$ cat config.mk
export PLATFORM = sky130hd
export DESIGN_NAME = mem_arbiter_flat
export DESIGN_NICKNAME = d
export VERILOG_FILES = /design/src/rtl/mem_arbiter_if.sv /design/src/rtl/mem_arbiter.sv /design/src/flat_wrapper.sv
export SDC_FILE = /design/constraint.sdc
export NUM_CORES = 1
export LEC_CHECK = 0
export ABC_AREA = 1
export CORE_ASPECT_RATIO = 1.2
export CORE_MARGIN = 1.5
export CORE_UTILIZATION = 39
export DETAILED_ROUTE_END_ITERATION = 10
export PLACE_DENSITY = 0.77
export SYNTH_ARGS = -nofsm -noshare
export SYNTH_HDL_FRONTEND = slang
export SYNTH_SLANG_ARGS = --single-unit
$ cat constraint.sdc
create_clock -name clock -period 1.35 [get_ports clock]
set_input_delay 0.135 -clock clock [delete_from_list [all_inputs] [get_ports clock]]
set_output_delay 0.135 -clock clock [all_outputs]
set_load 0.01 [all_outputs]
$ cat src/rtl/mem_arbiter_if.sv
// Signal bundle between the two requesters, the shared RAM port and the arbiter.
// The arbiter binds the master modport; requesters, RAM and observers use slave.
interface mem_arbiter_if #(
  parameter int ADDR_W = 16,
  parameter int DATA_W = 16
);
  logic              cpu_req;
  logic              cpu_we;
  logic [ADDR_W-1:0] cpu_addr;
  logic [DATA_W-1:0] cpu_wdata;
  logic              cpu_ack;
  logic [DATA_W-1:0] cpu_rdata;

  logic              dev_req;
  logic              dev_we;
  logic [ADDR_W-1:0] dev_addr;
  logic [DATA_W-1:0] dev_wdata;
  logic              dev_ack;
  logic [DATA_W-1:0] dev_rdata;

  logic [ADDR_W-1:0] mem_addr;
  logic [DATA_W-1:0] mem_wdata;
  logic              mem_write;
  logic [DATA_W-1:0] mem_rdata;

  logic [1:0]        owner;
  logic              busy;

  modport master (
    input  cpu_req, cpu_we, cpu_addr, cpu_wdata,
    output cpu_ack, cpu_rdata,
    input  dev_req, dev_we, dev_addr, dev_wdata,
    output dev_ack, dev_rdata,
    output mem_addr, mem_wdata, mem_write,
    input  mem_rdata,
    output owner, busy
  );

  modport slave (
    output cpu_req, cpu_we, cpu_addr, cpu_wdata,
    input  cpu_ack, cpu_rdata,
    output dev_req, dev_we, dev_addr, dev_wdata,
    input  dev_ack, dev_rdata,
    input  mem_addr, mem_wdata, mem_write,
    output mem_rdata,
    input  owner, busy
  );
endinterface

$ cat src/rtl/mem_arbiter.sv
// Two-requester arbiter for a single synchronous RAM port: one access in flight,
// round-robin or fixed priority, read data returned with a one-cycle ack.
module mem_arbiter #(
  parameter int ADDR_W         = 16,
  parameter int DATA_W         = 16,
  parameter int READ_LATENCY   = 1,
  parameter int FIXED_PRIORITY = 0
) (
  input logic           clock,
  input logic           reset,
  mem_arbiter_if.master bus
);

  typedef enum logic [1:0] {IDLE, ISSUE, WAIT, DONE} state_t;

  localparam logic [2:0] CNT_INIT = 3'(READ_LATENCY - 1);
  localparam logic       FIXED    = (FIXED_PRIORITY != 0);

  state_t            state_q, state_d;
  logic [1:0]        owner_q, owner_d;
  logic              last_grant_q, last_grant_d;  // 0 = cpu, 1 = dev
  logic              we_q, we_d;
  logic [ADDR_W-1:0] addr_q, addr_d;
  logic [DATA_W-1:0] wdata_q, wdata_d;
  logic [2:0]        cnt_q, cnt_d;
  logic [DATA_W-1:0] cpu_rdata_q, cpu_rdata_d;
  logic [DATA_W-1:0] dev_rdata_q, dev_rdata_d;
  logic              win_dev;

  always_comb begin
    state_d      = state_q;
    owner_d      = owner_q;
    last_grant_d = last_grant_q;
    we_d         = we_q;
    addr_d       = addr_q;
    wdata_d      = wdata_q;
    cnt_d        = cnt_q;
    cpu_rdata_d  = cpu_rdata_q;
    dev_rdata_d  = dev_rdata_q;

    // On a tie the device wins only in round-robin mode when the cpu went last
    win_dev = bus.dev_req & (~bus.cpu_req | (~FIXED & ~last_grant_q));

    case (state_q)
      IDLE: begin
        if (bus.cpu_req | bus.dev_req) begin
          state_d      = ISSUE;
          owner_d      = win_dev ? 2'b10 : 2'b01;
          last_grant_d = win_dev;
          we_d         = win_dev ? bus.dev_we    : bus.cpu_we;
          addr_d       = win_dev ? bus.dev_addr  : bus.cpu_addr;
          wdata_d      = win_dev ? bus.dev_wdata : bus.cpu_wdata;
        end
      end
      ISSUE: begin
        if (we_q) begin
          state_d = DONE;
        end else begin
          state_d = WAIT;
          cnt_d   = CNT_INIT;
        end
      end
      WAIT: begin
        if (cnt_q == 3'd0) begin
          state_d = DONE;
          if (owner_q[1]) dev_rdata_d = bus.mem_rdata;
          else            cpu_rdata_d = bus.mem_rdata;
        end else begin
          cnt_d = cnt_q - 3'd1;
        end
      end
      DONE: begin
        state_d = IDLE;
        owner_d = 2'b00;
      end
      default: state_d = IDLE;
    endcase
  end

  always_ff @(posedge clock or negedge reset) begin
    if (!reset) begin
      state_q      <= IDLE;
      owner_q      <= 2'b00;
      last_grant_q <= 1'b1;
      we_q         <= 1'b0;
      addr_q       <= '0;
      wdata_q      <= '0;
      cnt_q        <= 3'd0;
      cpu_rdata_q  <= '0;
      dev_rdata_q  <= '0;
    end else begin
      state_q      <= state_d;
      owner_q      <= owner_d;
      last_grant_q <= last_grant_d;
      we_q         <= we_d;
      addr_q       <= addr_d;
      wdata_q      <= wdata_d;
      cnt_q        <= cnt_d;
      cpu_rdata_q  <= cpu_rdata_d;
      dev_rdata_q  <= dev_rdata_d;
    end
  end

  // Outputs decode straight from registers so an async reset clears them at once
  assign bus.mem_addr  = addr_q;
  assign bus.mem_wdata = wdata_q;
  assign bus.mem_write = (state_q == ISSUE) & we_q;
  assign bus.cpu_ack   = (state_q == DONE) & owner_q[0];
  assign bus.dev_ack   = (state_q == DONE) & owner_q[1];
  assign bus.cpu_rdata = cpu_rdata_q;
  assign bus.dev_rdata = dev_rdata_q;
  assign bus.owner     = owner_q;
  assign bus.busy      = (state_q != IDLE);

endmodule
$ cat src/flat_wrapper.sv
// flat-port wrapper written by rule: the top's interface ports become plain ports
module mem_arbiter_flat 
#(
  parameter int ADDR_W         = 16,
  parameter int DATA_W         = 16,
  parameter int READ_LATENCY   = 1,
  parameter int FIXED_PRIORITY = 0
)
  (clock, reset, bus_cpu_req, bus_cpu_we, bus_cpu_addr, bus_cpu_wdata, bus_cpu_ack, bus_cpu_rdata, bus_dev_req, bus_dev_we, bus_dev_addr, bus_dev_wdata, bus_dev_ack, bus_dev_rdata, bus_mem_addr, bus_mem_wdata, bus_mem_write, bus_mem_rdata, bus_owner, bus_busy);
  mem_arbiter_if #(.ADDR_W(ADDR_W), .DATA_W(DATA_W)) bus_i ();
  input logic clock;
  input logic reset;
  input wire logic [$bits(bus_i.cpu_req)-1:0] bus_cpu_req;
  input wire logic [$bits(bus_i.cpu_we)-1:0] bus_cpu_we;
  input wire logic [$bits(bus_i.cpu_addr)-1:0] bus_cpu_addr;
  input wire logic [$bits(bus_i.cpu_wdata)-1:0] bus_cpu_wdata;
  output wire logic [$bits(bus_i.cpu_ack)-1:0] bus_cpu_ack;
  output wire logic [$bits(bus_i.cpu_rdata)-1:0] bus_cpu_rdata;
  input wire logic [$bits(bus_i.dev_req)-1:0] bus_dev_req;
  input wire logic [$bits(bus_i.dev_we)-1:0] bus_dev_we;
  input wire logic [$bits(bus_i.dev_addr)-1:0] bus_dev_addr;
  input wire logic [$bits(bus_i.dev_wdata)-1:0] bus_dev_wdata;
  output wire logic [$bits(bus_i.dev_ack)-1:0] bus_dev_ack;
  output wire logic [$bits(bus_i.dev_rdata)-1:0] bus_dev_rdata;
  output wire logic [$bits(bus_i.mem_addr)-1:0] bus_mem_addr;
  output wire logic [$bits(bus_i.mem_wdata)-1:0] bus_mem_wdata;
  output wire logic [$bits(bus_i.mem_write)-1:0] bus_mem_write;
  input wire logic [$bits(bus_i.mem_rdata)-1:0] bus_mem_rdata;
  output wire logic [$bits(bus_i.owner)-1:0] bus_owner;
  output wire logic [$bits(bus_i.busy)-1:0] bus_busy;
  assign bus_i.cpu_req = bus_cpu_req;
  assign bus_i.cpu_we = bus_cpu_we;
  assign bus_i.cpu_addr = bus_cpu_addr;
  assign bus_i.cpu_wdata = bus_cpu_wdata;
  assign bus_cpu_ack = bus_i.cpu_ack;
  assign bus_cpu_rdata = bus_i.cpu_rdata;
  assign bus_i.dev_req = bus_dev_req;
  assign bus_i.dev_we = bus_dev_we;
  assign bus_i.dev_addr = bus_dev_addr;
  assign bus_i.dev_wdata = bus_dev_wdata;
  assign bus_dev_ack = bus_i.dev_ack;
  assign bus_dev_rdata = bus_i.dev_rdata;
  assign bus_mem_addr = bus_i.mem_addr;
  assign bus_mem_wdata = bus_i.mem_wdata;
  assign bus_mem_write = bus_i.mem_write;
  assign bus_i.mem_rdata = bus_mem_rdata;
  assign bus_owner = bus_i.owner;
  assign bus_busy = bus_i.busy;
  mem_arbiter #(.ADDR_W(ADDR_W), .DATA_W(DATA_W), .READ_LATENCY(READ_LATENCY), .FIXED_PRIORITY(FIXED_PRIORITY)) u_core (.clock(clock), .reset(reset), .bus(bus_i));
endmodule
==> results of run 1 <==
[final cells by class]
type / instances / area [µm²]
Clock buffer: 13 / 159
Clock inverter: 3 / 40.0
Fill cell: 758 / 2980
Inverter: 50 / 195
Multi-Input combinational cell: 322 / 1840
Sequential cell: 73 / 1830
Tap cell: 120 / 150
Timing Repair Buffer: 199 / 1940
[worst register-to-register path, cell delays in order, from the launching register on]
cell     delay (ps)
dfrtp_1         410
inv_2           100
buf_6           110
ha_4            150
inv_4            50
nor2_8          130
buf_6           160
nand2_8         100
nand2_2          80
nand2_1          50
[where the power goes]
part	internal [mW]	leakage, nW	switching [mW]
clock	0.951	0.103	0.794
sequential	3.31	0.894	0.749
combinational	3.59	2.17	4.01
total	7.84	3.17	5.55
[cells in the mapped netlist]
cell type	number	area, µm²
nand4_1	1	6.26
nand3b_1	33	248
buf_4	5	37.5
nand3_2	4	40.0
nand3_1	51	255
dfrtp_1	72	1800
buf_2	9	45.0
clkbuf_1	3	11.3
nor2_1	5	18.8
buf_6	3	33.8
o21ai_0	3	15.0
o21ai_4	1	16.3
buf_1	1	3.75
dfstp_2	1	26.3
nor2_8	1	20.0
ha_1	7	87.6
nor2_4	2	22.5
nand2_2	5	31.3
nand2_1	206	773
inv_1	47	176
inv_2	3	11.3
[through the flow]
stage          setup TNS, ps  hold WS [ps]  instances
3_3_place_gp          -13620           180        744
2_1_floorplan           -124          -161        463
3_5_place_dp          -17550           188        744
4_1_cts                -2280           346        779
5_1_grt                -4790           377        780
6_report               -2740           350        780
[layout by cell type, fill, tap and decap left out, types with 4 or more instances in the layout]
master           count
nand2_1            160
clkdlybuf4s50_1     84
dfrtp_1             72
dlygate4sd2_1       66
nand3_1             51
nand2_2             40
inv_1               39
nand3b_1            33
buf_4               27
buf_6               13
clkbuf_8            11
inv_2                9
nand2_4              9
buf_12               6
ha_4                 5
nand2_8              4
nand3_2              4
[flip-flops by register name, indices dropped and copies added (netlist names)]
signal / count
u_core.cnt_q: 3
u_core.bus.owner: 2
u_core.bus.mem_wdata: 16
u_core.state_q: 2
u_core.bus.mem_addr: 16
u_core.bus.cpu_rdata: 16
u_core.we_q: 1
u_core.bus.dev_rdata: 16
u_core.last_grant_q: 1
[metal layers]
metal,up-vias,track usage
li1,1819,-
met1,1820,0.281
met2,184,0.473
met3,14,0.0491
met4,0,0.110
met5,-,0
[path summary, 6_finish.rpt]
| kind | startpoint | to | slack, ps |
|---|---|---|---|
| setup / recovery | u_core.state_q[0]$_DFFE_PN0P_ | u_core.bus.cpu_rdata[1]$_DFFE_PN0P_ | -100 |
| hold / removal | reset | u_core.bus.cpu_rdata[4]$_DFFE_PN0P_ | 350 |
| setup reg to reg | u_core.state_q[0]$_DFFE_PN0P_ | u_core.bus.cpu_rdata[1]$_DFFE_PN0P_ | -100 |
| hold reg to reg | u_core.bus.mem_wdata[5]$_DFFE_PN0P_ | u_core.bus.mem_wdata[5]$_DFFE_PN0P_ | 480 |
| max in group asynchronous | reset | u_core.last_grant_q$_DFFE_PN1P_ | 680 |
| min in group clock | bus_cpu_we | u_core.we_q$_DFFE_PN0P_ | 360 |
[kinds of logic after synthesis]
family	share of synthesized area
DFF	0.497
AOI/OAI and AO/OA	0.00850
buffers and inverters	0.0867
adders and majority gates	0.0238
and+or+nand+nor	0.384
[timing repair]
action                                 4_1_cts  5_1_grt
setup buffers                               14        1
endpoints found under the hold margin       72        0
cloned                                       4        0
setup endpoints to repair                  140       43
resized for setup                          149       30
hold buffers                                 1        0
pin swaps                                    8       21
==> run summary, run 1 <==
Status - finished with violations
Violated checks - negative setup slack
Mapped Cells - 463
Critical Path AT - 1690 ps
Antenna viol nets, final - 0
Final period util - 1.07
GRT Overall Usage - 0.254
Setup ws final - -96.2 ps
Syn_nets - 556
DRC - 0
WL met3 - 867 µm
Worst-path maximum fanout - 8
TritonRoute pass-1 iters - 4
Worst Setup End Kind - register
Worst-path clk slew - 80 ps
H-tree levels - 3
Worst slew pin tran - 475 ps
Yosys cell types - 21
Core Rows - 38
Critical path class - register to register
CTS Sinks - 73
HPWL Detailed - 8.02 mm
Clock Skews - 11.4 ps
CP dominant cell by count - buf_6
Max-Cap Viols - 0
Area after DPL - 5510 µm²
Buffers on Ports - 155
WL per Instance - 15.5 µm
Post-layout instance area - 6150 µm²
WP depth - 9
GR Overflow Total - 0
R2R depth - 9
Clock root buffer master - clkbuf_8
Placer Congestion - 0.811
Total power draw - 13.4 mW
Fin. Hold Viols - 0
Max Used Layer - met4
Initial core utilization - 0.403
Vias in the first global route - 4069
Wl on met1 - 4.61 mm
TritonCTS clock tree - yes
Slowest stage delay, CP - 410 ps
Sequential-to-total area share from yosys stat - 0.497
Synth Cell Area - 3680 µm²
Post-place setup slack - -418 ps
Full die area - 10000 µm²
CTS Buffer Depth - 2
Chip height - 109 µm
Initial antenna violation count - 0
Die X - 91.7 µm
Pwr/cell area - 2180 nW/µm²
Core area - 9130 µm²
IO Pins - 156
Final core occ - 0.674
Slew margin rel. - 0.682
Pin count of the biggest net entering global routing - 74
Number of synthesized register bits - 73
CP cell instances - inv_2 -> buf_6 -> ha_4 -> inv_4 -> nor2_8 -> buf_6 -> nand2_8 -> nand2_2 -> nand2_1
Clock latency on the worst-skew pair - 350 ps
Final Slew Violations - 0
First-pass GRT wire length - 19.6 mm
Share of post-route cells with drive strength above 1 - 0.217
VDD IR-drop max - 0.000902 V
CP top delay family - buffers and inverters
Crit path time final - 1450 ps
Maximum clock rate - 691 MHz
CTS Buf Count - 9
Initial DRC count - 131
P&R area growth vs syn - 67.2%
Required @ worst endpoint - 1600 ps
Fin nets - 748
LEAKAGE - 3.17 nW
Worst setup SP type - register
RSZ-0062 raised after global routing - yes
Met2 WL - 6.44 mm
Post-synthesis area per instance - 7.95 µm²
Final setup violation count - 36
Crit path max-delay cell type - dfrtp_1
Ys Warns - 0
Ant diodes - 0
Routed vias - 3837
Drt total wl - 12.1 mm
Avg Vias per Cell - 4.92
Buf/Inv on CP - 4
Worst min path class - primary input to async pin
(Power assumes the default switching activity.)
==> run 2: changes to the inputs <==
- CAP_MARGIN: unset -> 0
==> results of run 2 <==
Same layout as run 1: the final DEF is identical, and so are final timing and power.
==> run 3: changes to the inputs <==
- clock period: 1.35 -> 1.3 ns (I/O delays scaled with it)
==> run 3 against run 2 <==
Effect of this change: the flow still finishes with violations (negative setup slack); via count is 1.6% higher; die area stayed put; utilization rose by 4.4 points; total power is 12% higher; clock power is 2% higher; sequential share of layout area shrank 1.8 points; critical path depth unchanged; hold slack worse by 210 ps; clock-buffer cell count shrank 3; critical path type unchanged; highest routed layer unchanged.
==> run summary, run 3 (synthesis results as in run 1) <==
CTS Sinks - 73
Maximum clock rate - 665 MHz
Final core occ - 0.718
Worst setup SP type - register
IO Pins - 156
Die X - 91.7 µm
Avg Vias per Cell - 4.93
Worst-path maximum fanout - 6
Slew margin rel. - 0.630
CP cell instances - buf_6 -> inv_4 -> ha_4 -> buf_6 -> o21ai_4 -> buf_12 -> buf_16 -> nand2_2 -> nand2_1
Share of post-route cells with drive strength above 1 - 0.294
Max-Cap Viols - 0
CTS Buffer Depth - 2
Final period util - 1.16
Buffers on Ports - 155
Clock root buffer master - clkbuf_8
Fin nets - 760
Final Slew Violations - 0
R2R depth - 9
CP top delay family - buffers and inverters
TritonRoute pass-1 iters - 6
Drt total wl - 12.2 mm
Post-place setup slack - -424 ps
Non-Filler Instances - 791
TritonCTS clock tree - yes
Core area - 9130 µm²
GRT Overall Usage - 0.251
Worst Setup End Kind - register
Placer Congestion - 0.793
Initial DRC count - 156
CTS Buf Count - 9
P&R area growth vs syn - 78.0%
Fin. Hold Viols - 0
Reg-to-reg startpoint - u_core.state_q[0]$_DFFE_PN0P_
CP dominant cell by count - buf_6
Hold Slack - 136 ps
Slowest stage delay, CP - 420 ps
VDD IR-drop max - 0.00116 V
Clock latency on the worst-skew pair - 340 ps
Worst reg-to-reg setup slack - -200 ps
Clock Skews - 8.74 ps
Placed insts - 743
Buf/Inv on CP - 5
Final setup violation count - 77
Critical Path AT - 1740 ps
Worst slew pin tran - 553 ps
Commonest cells after routing, fill and taps aside - nand2_1, clkdlybuf4s50_1, dfrtp_1, dlygate4sd2_1, nand2_2
Ant diodes - 0
Worst-path clk slew - 70 ps
Pwr/cell area - 2300 nW/µm²
Vias in the first global route - 4110
Commonest non-fill, non-tap cell in the layout - nand2_1
LEAKAGE - 3.33 nW
Critical path class - register to register
H-tree levels - 3
Antenna viol nets, final - 0
Initial antenna violation count - 0
Worst reg2reg endpoint - u_core.bus.mem_wdata[9]$_DFFE_PN0P_
RSZ-0062 raised after global routing - yes
DRC - 0
Full die area - 10000 µm²
First-pass GRT wire length - 19.4 mm
Routed vias - 3900
Pin count of the biggest net entering global routing - 46
Setup TNS - -11060 ps
Initial core utilization - 0.403
HPWL Detailed - 7.59 mm
Status - finished with violations
Setup ws final - -203 ps
Crit path time final - 1500 ps
GR Overflow Total - 0
Chip height - 109 µm
WL per Instance - 15.4 µm
Required @ worst endpoint - 1530 ps
Core Rows - 38
Crit path max-delay cell type - dfrtp_1
Worst min path class - primary input to async pin
Violated checks - negative setup slack
## run 3: worst register-to-register path: stages, from the launching register on
cell and delay [ps]:
dfrtp_1 420, buf_6 130, inv_4 60, ha_4 160, buf_6 110, o21ai_4 110
buf_12 180, buf_16 140, nand2_2 50, nand2_1 50
## run 3: metrics by stage
step / instance area, µm² / total power [mW]
floorplan: 3740 / 7.56
global placement: 5550 / 10.8
detailed placement: 5550 / 11.1
CTS: 6330 / 14.3
global route: 6550 / 16.0
finish: 6550 / 15.1
## run 3: layout make-up
class	count	area [µm²]
Fill cell	699	2580
Timing Repair Buffer	211	2140
Multi-Input combinational cell	322	2040
Sequential cell	73	1830
Inverter	50	203
Tap cell	120	150
Clock buffer	10	138
Clock inverter	5	56.3
## run 3: repair_timing
action                                  4_1_cts  5_1_grt
gates cloned                                  8        0
hold endpoints to repair                     72        0
pin swaps                                    52       23
gates resized for setup                     172       67
endpoints found under the setup margin      141       77
setup buffers                                27        1
hold buffers                                  1        0
## run 3: how the worst max path moves through the flow
stage / slack [ps] / from / depth (start not counted) / end
floorplan: -5 / u_core.state_q[0]$_DFFE_PN0P_ / 8 / u_core.bus.dev_rdata[0]$_DFFE_PN0P_
CTS: -180 / u_core.state_q[0]$_DFFE_PN0P_ / 10 / u_core.bus.cpu_rdata[14]$_DFFE_PN0P_
detailed placement: -420 / bus_cpu_req / 5 / u_core.bus.mem_wdata[2]$_DFFE_PN0P_
global route: -250 / u_core.state_q[0]$_DFFE_PN0P_ / 10 / u_core.bus.dev_rdata[1]$_DFFE_PN0P_
global placement: -360 / bus_dev_req / 5 / u_core.bus.mem_wdata[12]$_DFFE_PN0P_
finish: -200 / u_core.state_q[0]$_DFFE_PN0P_ / 9 / u_core.bus.mem_wdata[9]$_DFFE_PN0P_
## run 3: report_power, final
group / total [mW] / leakage [nW] / switching, mW / internal [mW]
combinational: 8.99 / 2.34 / 4.61 / 4.38
clock: 1.78 / 0.0981 / 0.851 / 0.925
sequential: 4.28 / 0.892 / 0.850 / 3.43
## run 3: per-layer routing
metal	track usage	wire, µm	up-vias
li1	-	-	1849
met1	0.286	4710	1846
met2	0.457	6410	177
met3	0.0595	765	28
met4	0.0982	284	0
met5	0	0	-
